## src/rtl/fifo_wr_arb.sv

```systemverilog
`default_nettype none
//------------------------------------------------------------------------------
// fifo_wr_arb : round-robin burst arbiter sharing one FIFO write port among NREQ
// producers. Define FIFO_WR_ARB_PRIO_EN to give producer 0 priority.  Rev 1.0
//------------------------------------------------------------------------------
module fifo_wr_arb #(
  parameter int NREQ       = 4,
  parameter int DATA_WIDTH = 8,
  parameter int MAX_BURST  = 4
) (
  input  logic                         clk,
  input  logic                         reset_n,
  input  logic [NREQ-1:0]              req,
  input  logic [NREQ*DATA_WIDTH-1:0]   din,
  input  logic                         full,
  output logic                         wr,
  output logic [DATA_WIDTH-1:0]        w_data,
  output logic [NREQ-1:0]              gnt,
  output logic                         busy,
  output logic [$clog2(NREQ)-1:0]      owner
);

  localparam int OW = $clog2(NREQ);
  localparam int BW = $clog2(MAX_BURST + 1);

  typedef enum logic [0:0] {
    IDLE  = 1'b0,
    BURST = 1'b1
  } state_t;

  state_t                  state_q;
  logic [OW-1:0]           owner_q;
  logic [OW-1:0]           last_q;
  logic [BW-1:0]           beats_q;
  logic                    req_own;
  logic                    burst_end;
  logic [DATA_WIDTH-1:0]   slice [NREQ];

  // Search from+1, from+2, ... wrapping; 'from' itself is examined last.
  function automatic logic [OW-1:0] pick(input logic [NREQ-1:0] vec,
                                         input logic [OW-1:0]   from);
    logic [OW-1:0] res;
    logic [OW-1:0] idx;
    logic          found;
    res   = from;
    found = 1'b0;
    for (int k = 1; k <= NREQ; k++) begin
      idx = OW'((int'(from) + k) % NREQ);
      if (!found && vec[idx]) begin
        res   = idx;
        found = 1'b1;
      end
    end
    return res;
  endfunction

  function automatic logic [OW-1:0] arb_pick(input logic [NREQ-1:0] vec,
                                             input logic [OW-1:0]   from);
`ifdef FIFO_WR_ARB_PRIO_EN
    logic [NREQ-1:0] others;
    others    = vec;
    others[0] = 1'b0;
    if (vec[0]) return '0;
    return pick(others, from);
`else
    return pick(vec, from);
`endif
  endfunction

  for (genvar i = 0; i < NREQ; i++) begin : g_slice
    assign slice[i] = din[i*DATA_WIDTH +: DATA_WIDTH];
  end

  always_comb begin
    req_own   = req[owner_q];
    wr        = (state_q == BURST) && req_own && !full;
    gnt       = '0;
    gnt[owner_q] = wr;
    // full alone never terminates a burst; only a final beat or a dropped req does.
    burst_end = (wr && (beats_q == BW'(MAX_BURST - 1))) || !req_own;
  end

  assign w_data = slice[owner_q];
  assign busy   = (state_q == BURST);
  assign owner  = owner_q;

  always_ff @(posedge clk or negedge reset_n) begin
    if (!reset_n) begin
      state_q <= IDLE;
      owner_q <= '0;
      beats_q <= '0;
      last_q  <= OW'(NREQ - 1);
    end else begin
      case (state_q)
        IDLE: begin
          if (|req) begin
            owner_q <= arb_pick(req, last_q);
            beats_q <= '0;
            state_q <= BURST;
          end
        end
        BURST: begin
          if (wr) beats_q <= beats_q + BW'(1);
          if (burst_end) begin
            last_q <= owner_q;
            if (|req) begin
              owner_q <= arb_pick(req, owner_q);
              beats_q <= '0;
            end else begin
              state_q <= IDLE;
            end
          end
        end
      endcase
    end
  end

endmodule
`default_nettype wire

```

## config.mk

```make
export PLATFORM = sky130hd
export DESIGN_NAME = fifo_wr_arb
export DESIGN_NICKNAME = d
export VERILOG_FILES = /design/src/rtl/fifo_wr_arb.sv
export SDC_FILE = /design/constraint.sdc
export NUM_CORES = 1
export LEC_CHECK = 0
export ABC_AREA = 1
export CORE_MARGIN = 2
export CORE_UTILIZATION = 33
export CTS_BUF_LIST = sky130_fd_sc_hd__clkbuf_8
export CTS_CLUSTER_DIAMETER = 40
export DETAILED_ROUTE_END_ITERATION = 8
export GPL_ROUTABILITY_DRIVEN = 0
export GPL_TIMING_DRIVEN = 0
export PLACE_DENSITY = 0.7
export SYNTH_ARGS = -nofsm -noshare
export SYNTH_HDL_FRONTEND = slang
export SYNTH_SLANG_ARGS = --single-unit
```

## constraint.sdc

```tcl
create_clock -name clk -period 2 [get_ports clk]
set_input_delay 0.3 -clock clk [delete_from_list [all_inputs] [get_ports clk]]
set_output_delay 0.3 -clock clk [all_outputs]
set_load 0.01 [all_outputs]
```

After elaboration in Yosys (flattened, before gate mapping)
Index checks and enable logic that the tools add are counted.
{"block": "word_totals", "reg_bits": 8, "out_inout_bits": 16}
{"block": "op_classes", "addsub": 9, "order_cmp": 11, "n_eq_ne": 5, "n_mux": 64, "bitwise_logic": 3, "n_reduce_logical": 22}
{"operator": "1-bit 2-to-1 mux", "n": 33}
{"operator": "2-bit by 3-bit < comparator with 1-bit output, second input constant", "n": 9}
{"operator": "2-bit 2-to-1 mux", "n": 11}
{"operator": "1-bit binary-select mux with 2-bit select", "n": 9}
{"operator": "8-bit binary-select mux with 2-bit select", "n": 1}
{"operator": "8-bit 2-to-1 mux", "n": 2}
{"operator": "3-bit 2-to-1 mux", "n": 4}
{"operator": "1-bit logical AND", "n": 10}
{"operator": "2-bit by 1-bit adder with 2-bit output, second input constant", "n": 4}
{"operator": "2-bit adder, second input constant", "n": 4}
{"operator": "1-bit logical NOT", "n": 8}
{"operator": "3-bit case mux with 2 select lines", "n": 1}
{"operator": "5-bit by 1-bit inequality test with 1-bit output, second input constant", "n": 1}
{"operator": "4-bit bitwise AND", "n": 1}
{"operator": "2-bit by 1-bit inequality test with 1-bit output, second input constant", "n": 2}
{"operator": "2-bit case mux with 2 select lines", "n": 1}
{"operator": "4-bit AND reduction", "n": 1}
{"operator": "4-bit OR reduction", "n": 1}
{"operator": "3-bit by 1-bit adder with 3-bit output, second input constant", "n": 1}
{"operator": "3-bit by 2-bit equality test with 1-bit output, second input constant", "n": 1}
{"operator": "3-bit greater-or-equal comparator, second input constant", "n": 1}
{"operator": "2-bit inverter with 3-bit output", "n": 1}
{"operator": "1-bit demux with 2-bit select", "n": 1}
{"operator": "2-bit by 1-bit greater-or-equal comparator with 1-bit output, second input constant", "n": 1}
{"operator": "other kinds (5)", "n": 5}

Longest topological paths before layout
{"block": "logic_depth", "depth_word": 26, "mapped_depth": 14, "depth_no_buf": 13}

Worst setup path after synthesis
Ideal clock, no wire load.
{"block": "synth_path", "path_kind": "reg-to-reg", "startpoint": "register owner_q[0] (netlist: owner[0])", "endpoint": "register owner_q[0] (netlist: owner[0])", "setup_time_ns": 0.119, "arrival_ns": 1.869, "required_ns": 1.881, "slack_ns": 0.012, "path_stages_with_launch": 14, "period_less_slack_ns": 1.988, "path_cell_list": "dfrtp_1 -> inv_2 -> clkbuf_1 -> ha_1 -> inv_1 -> nand3_1 -> nand2_1 -> nand2_1 -> nor2_1 -> o21ai_2 -> nand2_2 -> nor2_1 -> nand2_1 -> nand2_1"}
{"block": "synth_via", "elab_chain_len": 25}
{"element": "from (decl)", "line_no": "32", "rtl": "logic [OW-1:0] owner_q;"}
{"element": "from (signal assigned)", "line_no": "97", "rtl": "owner_q <= arb_pick(req, last_q);"}
{"element": "from (signal assigned)", "line_no": "107", "rtl": "owner_q <= arb_pick(req, owner_q);"}
{"element": "2-bit by 1-bit adder with 2-bit output", "line_no": "48", "rtl": "idx = OW'((int'(from) + k) % NREQ);"}
{"element": "1-bit binary-select mux with 2-bit select", "line_no": "49", "rtl": "if (!found && vec[idx]) begin"}
{"element": "1-bit 2-to-1 mux (implied by the code)", "line_no": "49"}
{"element": "1-bit 2-to-1 mux", "line_no": "49"}
{"element": "1-bit 2-to-1 mux", "line_no": "106", "rtl": "if (|req) begin"}
{"element": "1-bit 2-to-1 mux", "line_no": "104", "rtl": "if (burst_end) begin"}
{"element": "1-bit 2-to-1 mux", "line_no": "94", "rtl": "case (state_q)"}
{"element": "1-bit logical NOT", "line_no": "49"}
{"element": "[... 9 more ...]"}
{"element": "1-bit 2-to-1 mux", "line_no": "104"}
{"element": "1-bit 2-to-1 mux", "line_no": "94"}
{"element": "1-bit logical NOT", "line_no": "49"}
{"element": "1-bit logical AND", "line_no": "49"}
{"element": "2-bit 2-to-1 mux", "line_no": "49"}
{"element": "2-bit 2-to-1 mux", "line_no": "106"}
{"element": "2-bit 2-to-1 mux", "line_no": "104"}
{"element": "2-bit case mux with 2 select lines", "line_no": "94"}
Several ways; a longest one is shown, not always the timed one. The select of a mux whose other input is x is not followed.
A chain may end at the register's enable or synchronous reset.

Final worst setup path
{"block": "layout_path", "startpoint": "register owner_q[0] (netlist: owner[0])", "endpoint": "output port w_data[5]"}
{"block": "layout_via", "elab_chain_len": 4}
{"element": "2-bit inverter with 3-bit output (implied by the code)", "line_no": "83", "rtl": "assign w_data = slice[owner_q];"}
{"element": "8-bit binary-select mux with 2-bit select", "line_no": "83"}
{"element": "8-bit 2-to-1 mux (implied by the code) (2 in series)", "line_no": "83"}
{"element": "to (decl)", "line_no": "17", "rtl": "output logic [DATA_WIDTH-1:0] w_data,"}
Every way passes these cells. The select of a mux whose other input is x is not followed.

==> results.ini <==
[outcome]
run_status=complete, no violations

[detailed_routing]
drt_pass1_iterations=4
drtAntennaViolNets=0
wl_met3_um=139
met2_wirelength_um=1704
drcViolationCount=0
wire_per_inst_um=11.26
finalWirelength_um=3467
highest_metal_layer_with_signal_wires=met3
met1_length_um=1623
detail_route.vias_per_cell=4.750
dr_total_vias=1463
drt-initial-drc-count=81

[logic_synthesis]
yosysMostFrequentCell=sky130_fd_sc_hd__nand2_1
synth.yosys.warnings=0
synth_area_leaders=sky130_fd_sc_hd__nand2_1, sky130_fd_sc_hd__dfrtp_1, sky130_fd_sc_hd__nand3_1
synth_seq_area_share_pct=16.98
synth_seq_cells=8
synth_edf_count=0
synth_area_per_cell_um2=5.909
yosys.area.top_type=sky130_fd_sc_hd__nand2_1
synth_ff_type=sky130_fd_sc_hd__dfrtp_1
syn_area_um2=1194
ys_async_sr_fraction_pct=100.0
netlist_instances=202
synth_largest_type_area_fraction_pct=18.55
netlist-cell-type-count=28
synth_commonest_cells=sky130_fd_sc_hd__nand2_1, sky130_fd_sc_hd__nor2_1, sky130_fd_sc_hd__nand3_1
syn-num-nets=247

[sta]
setup_viol=0
post_route_hold_slack_ns=0.3415
finalMaxSlewViolations=0
worst_slew_pin_slew_ns=0.3276
fmax_achieved_mhz=539.1
worst_slack_ns=0.1449
share_of_the_clock_period_used_by_the_worst_path_after_layout_pct=92.76
grt_setup_unrepaired=false
skew_ns=0.002363
fin_crit_ns=1.855
worst_slew_margin_rel_pct=78.09
hold_viol_final=0

[final_layout]
antenna-diode-count=0
ff_latch_area_um2=205.2
drive_above_1_share_pct=19.08
total_area_of_multi_input_combinational_cells_um2=864.6
areaGrowthSynthToFinish_pct=56.18
final_stage_net_count=308
fill_cells=359
final_core_util_pct=54.58
instances_no_fill=308

[worst_setup_path]
arrival_ns=1.56
worst_ep_required_time_ns=1.70
critical_path.cell_chain=buf_6 -> buf_4 -> o21ai_0 -> o22ai_1 -> dlygate4sd2_1
critPathSlowestCell=sky130_fd_sc_hd__dfrtp_2
worst_setup_path_end_kind=output pin
cp_num_buf_inv=3
peak_per_stage_delay_on_the_critical_path_ns=0.45
critical_path_peak_fanout=10
timing.critical_path.max_delay_family=buffers and inverters
timing_worst_setup_path_type=reg2out
worst_setup_path_start_kind=register

[grt]
first_global_vias=1327
grt.total_usage_pct=17.07
largest_net_degree_at_the_start_of_global_routing=12
antenna_found_initial=0
grt_overflow_total=0
grt_first_pass_wirelength_um=5802

[placement]
dp_hpwl_um=2712
port-buffer-count=54
place.detailed.instances=302
placement.setup.worst_slack_ns=-0.3919

[floorplanning]
die_area_um2=4114
ios=55
start_util_pct=34.95
die-height_um=64.14
die_width_um=64.14
core_region_area_um2=3416
rows=21

[cts]
cts-htree-levels=1
cts-buffers-inserted=3
worst_skew_pair.late_latency_ns=0.22
cts_root_buf=sky130_fd_sc_hd__clkbuf_8
cts_hold_repair.buffers=0
tritoncts=yes
clk_pin_slew_worst_paths_ns=0.04
max-clock-path-buffers=2
clock_sinks=8

[power]
vdd_drop_max_uv=615.2
power_per_cell_area_nw_per_um2=1424
total_power_mw=2.655
power.leakage_nw=0.9456

[min_path]
min_path_type=in2async

[job]
maxCapViolations=0

[layer usage]
layer / up-vias / global-route usage, %
li1: 773 / -
met1: 660 / 22.97
met2: 30 / 29.82
met3: 0 / 2.641
met4: 0 / 1.596
met5: - / 0
[state kept, by name, indices dropped and copies added, names as in the netlist]
signal	count
last_q	2
busy	1
beats_q	3
owner	2
[logic make-up (layout without fill, tap and decap cells)]
kind of cell	count (synthesis)	count (layout)	share of synthesized area, %
fa+ha+maj	6	6	6.289
compound gates	35	35	18.03
simple gates	121	121	46.23
mux	1	1	0.8386
flops	8	8	16.98
buf+inv	31	91	11.63
[power by group]
part | switching (mW) | internal, mW | leakage, nW
clock network | 0.0592 | 0.133 | 0.0269
logic | 1.26 | 0.915 | 0.825
registers | 0.0532 | 0.236 | 0.0933
total | 1.37 | 1.28 | 0.946
[worst paths after layout]
check | cells after the start | end | from | slack (ns)
worst max-delay path | 5 | w_data[5] | owner[0]$_DFFE_PN0P_ | 0.14
worst min-delay path | 1 | beats_q[1]$_DFFE_PN0P_ | reset_n | 0.34
worst max register to register | 13 | owner[0]$_DFFE_PN0P_ | owner[0]$_DFFE_PN0P_ | 0.22
worst min register to register | 1 | beats_q[0]$_DFFE_PN0P_ | beats_q[0]$_DFFE_PN0P_ | 0.49
max in group asynchronous | 1 | last_q[1]$_DFFE_PN1P_ | reset_n | 1.37
min in group clk | 1 | beats_q[0]$_DFFE_PN0P_ | beats_q[0]$_DFFE_PN0P_ | 0.49
[cell type report]
cell class                      count  area share (%)
Clock buffer                        3           2.215
Sequential cell                     8           11.01
Timing Repair Buffer               56           28.05
Buffer                              8           4.161
Tap cell                           46           3.087
Multi-Input combinational cell    163           46.38
Inverter                           23           4.899
Clock inverter                      1          0.2013
[per-stage QoR]
step	TNS, ns	area, um2
global placement	-4.089	1792
finish	0	1864
detailed placement	-4.077	1792
global route	0	1864
floorplan	0	1194
CTS	-0.09036	1846
[placed cells by master, fill, tap and decap left out, types with 5 or more instances in the layout]
master                             n
sky130_fd_sc_hd__dlygate4sd2_1    12
sky130_fd_sc_hd__nor2_1           24
sky130_fd_sc_hd__ha_1              5
sky130_fd_sc_hd__o21ai_0          18
sky130_fd_sc_hd__nand2_2          10
sky130_fd_sc_hd__clkdlybuf4s50_1  37
sky130_fd_sc_hd__nand3_1          19
sky130_fd_sc_hd__inv_2             5
sky130_fd_sc_hd__inv_1            17
sky130_fd_sc_hd__nand2_1          59
sky130_fd_sc_hd__o22ai_1           9
[what timing repair did]
| action | 4_1_cts | 5_1_grt |
|---|---|---|
| pin swaps | 0 | 0 |
| setup buffers | 1 | 1 |
| resized for setup | 27 | 18 |
| setup endpoints to repair | 15 | 7 |
No activity file was read; power rests on OpenSTA's default activity.
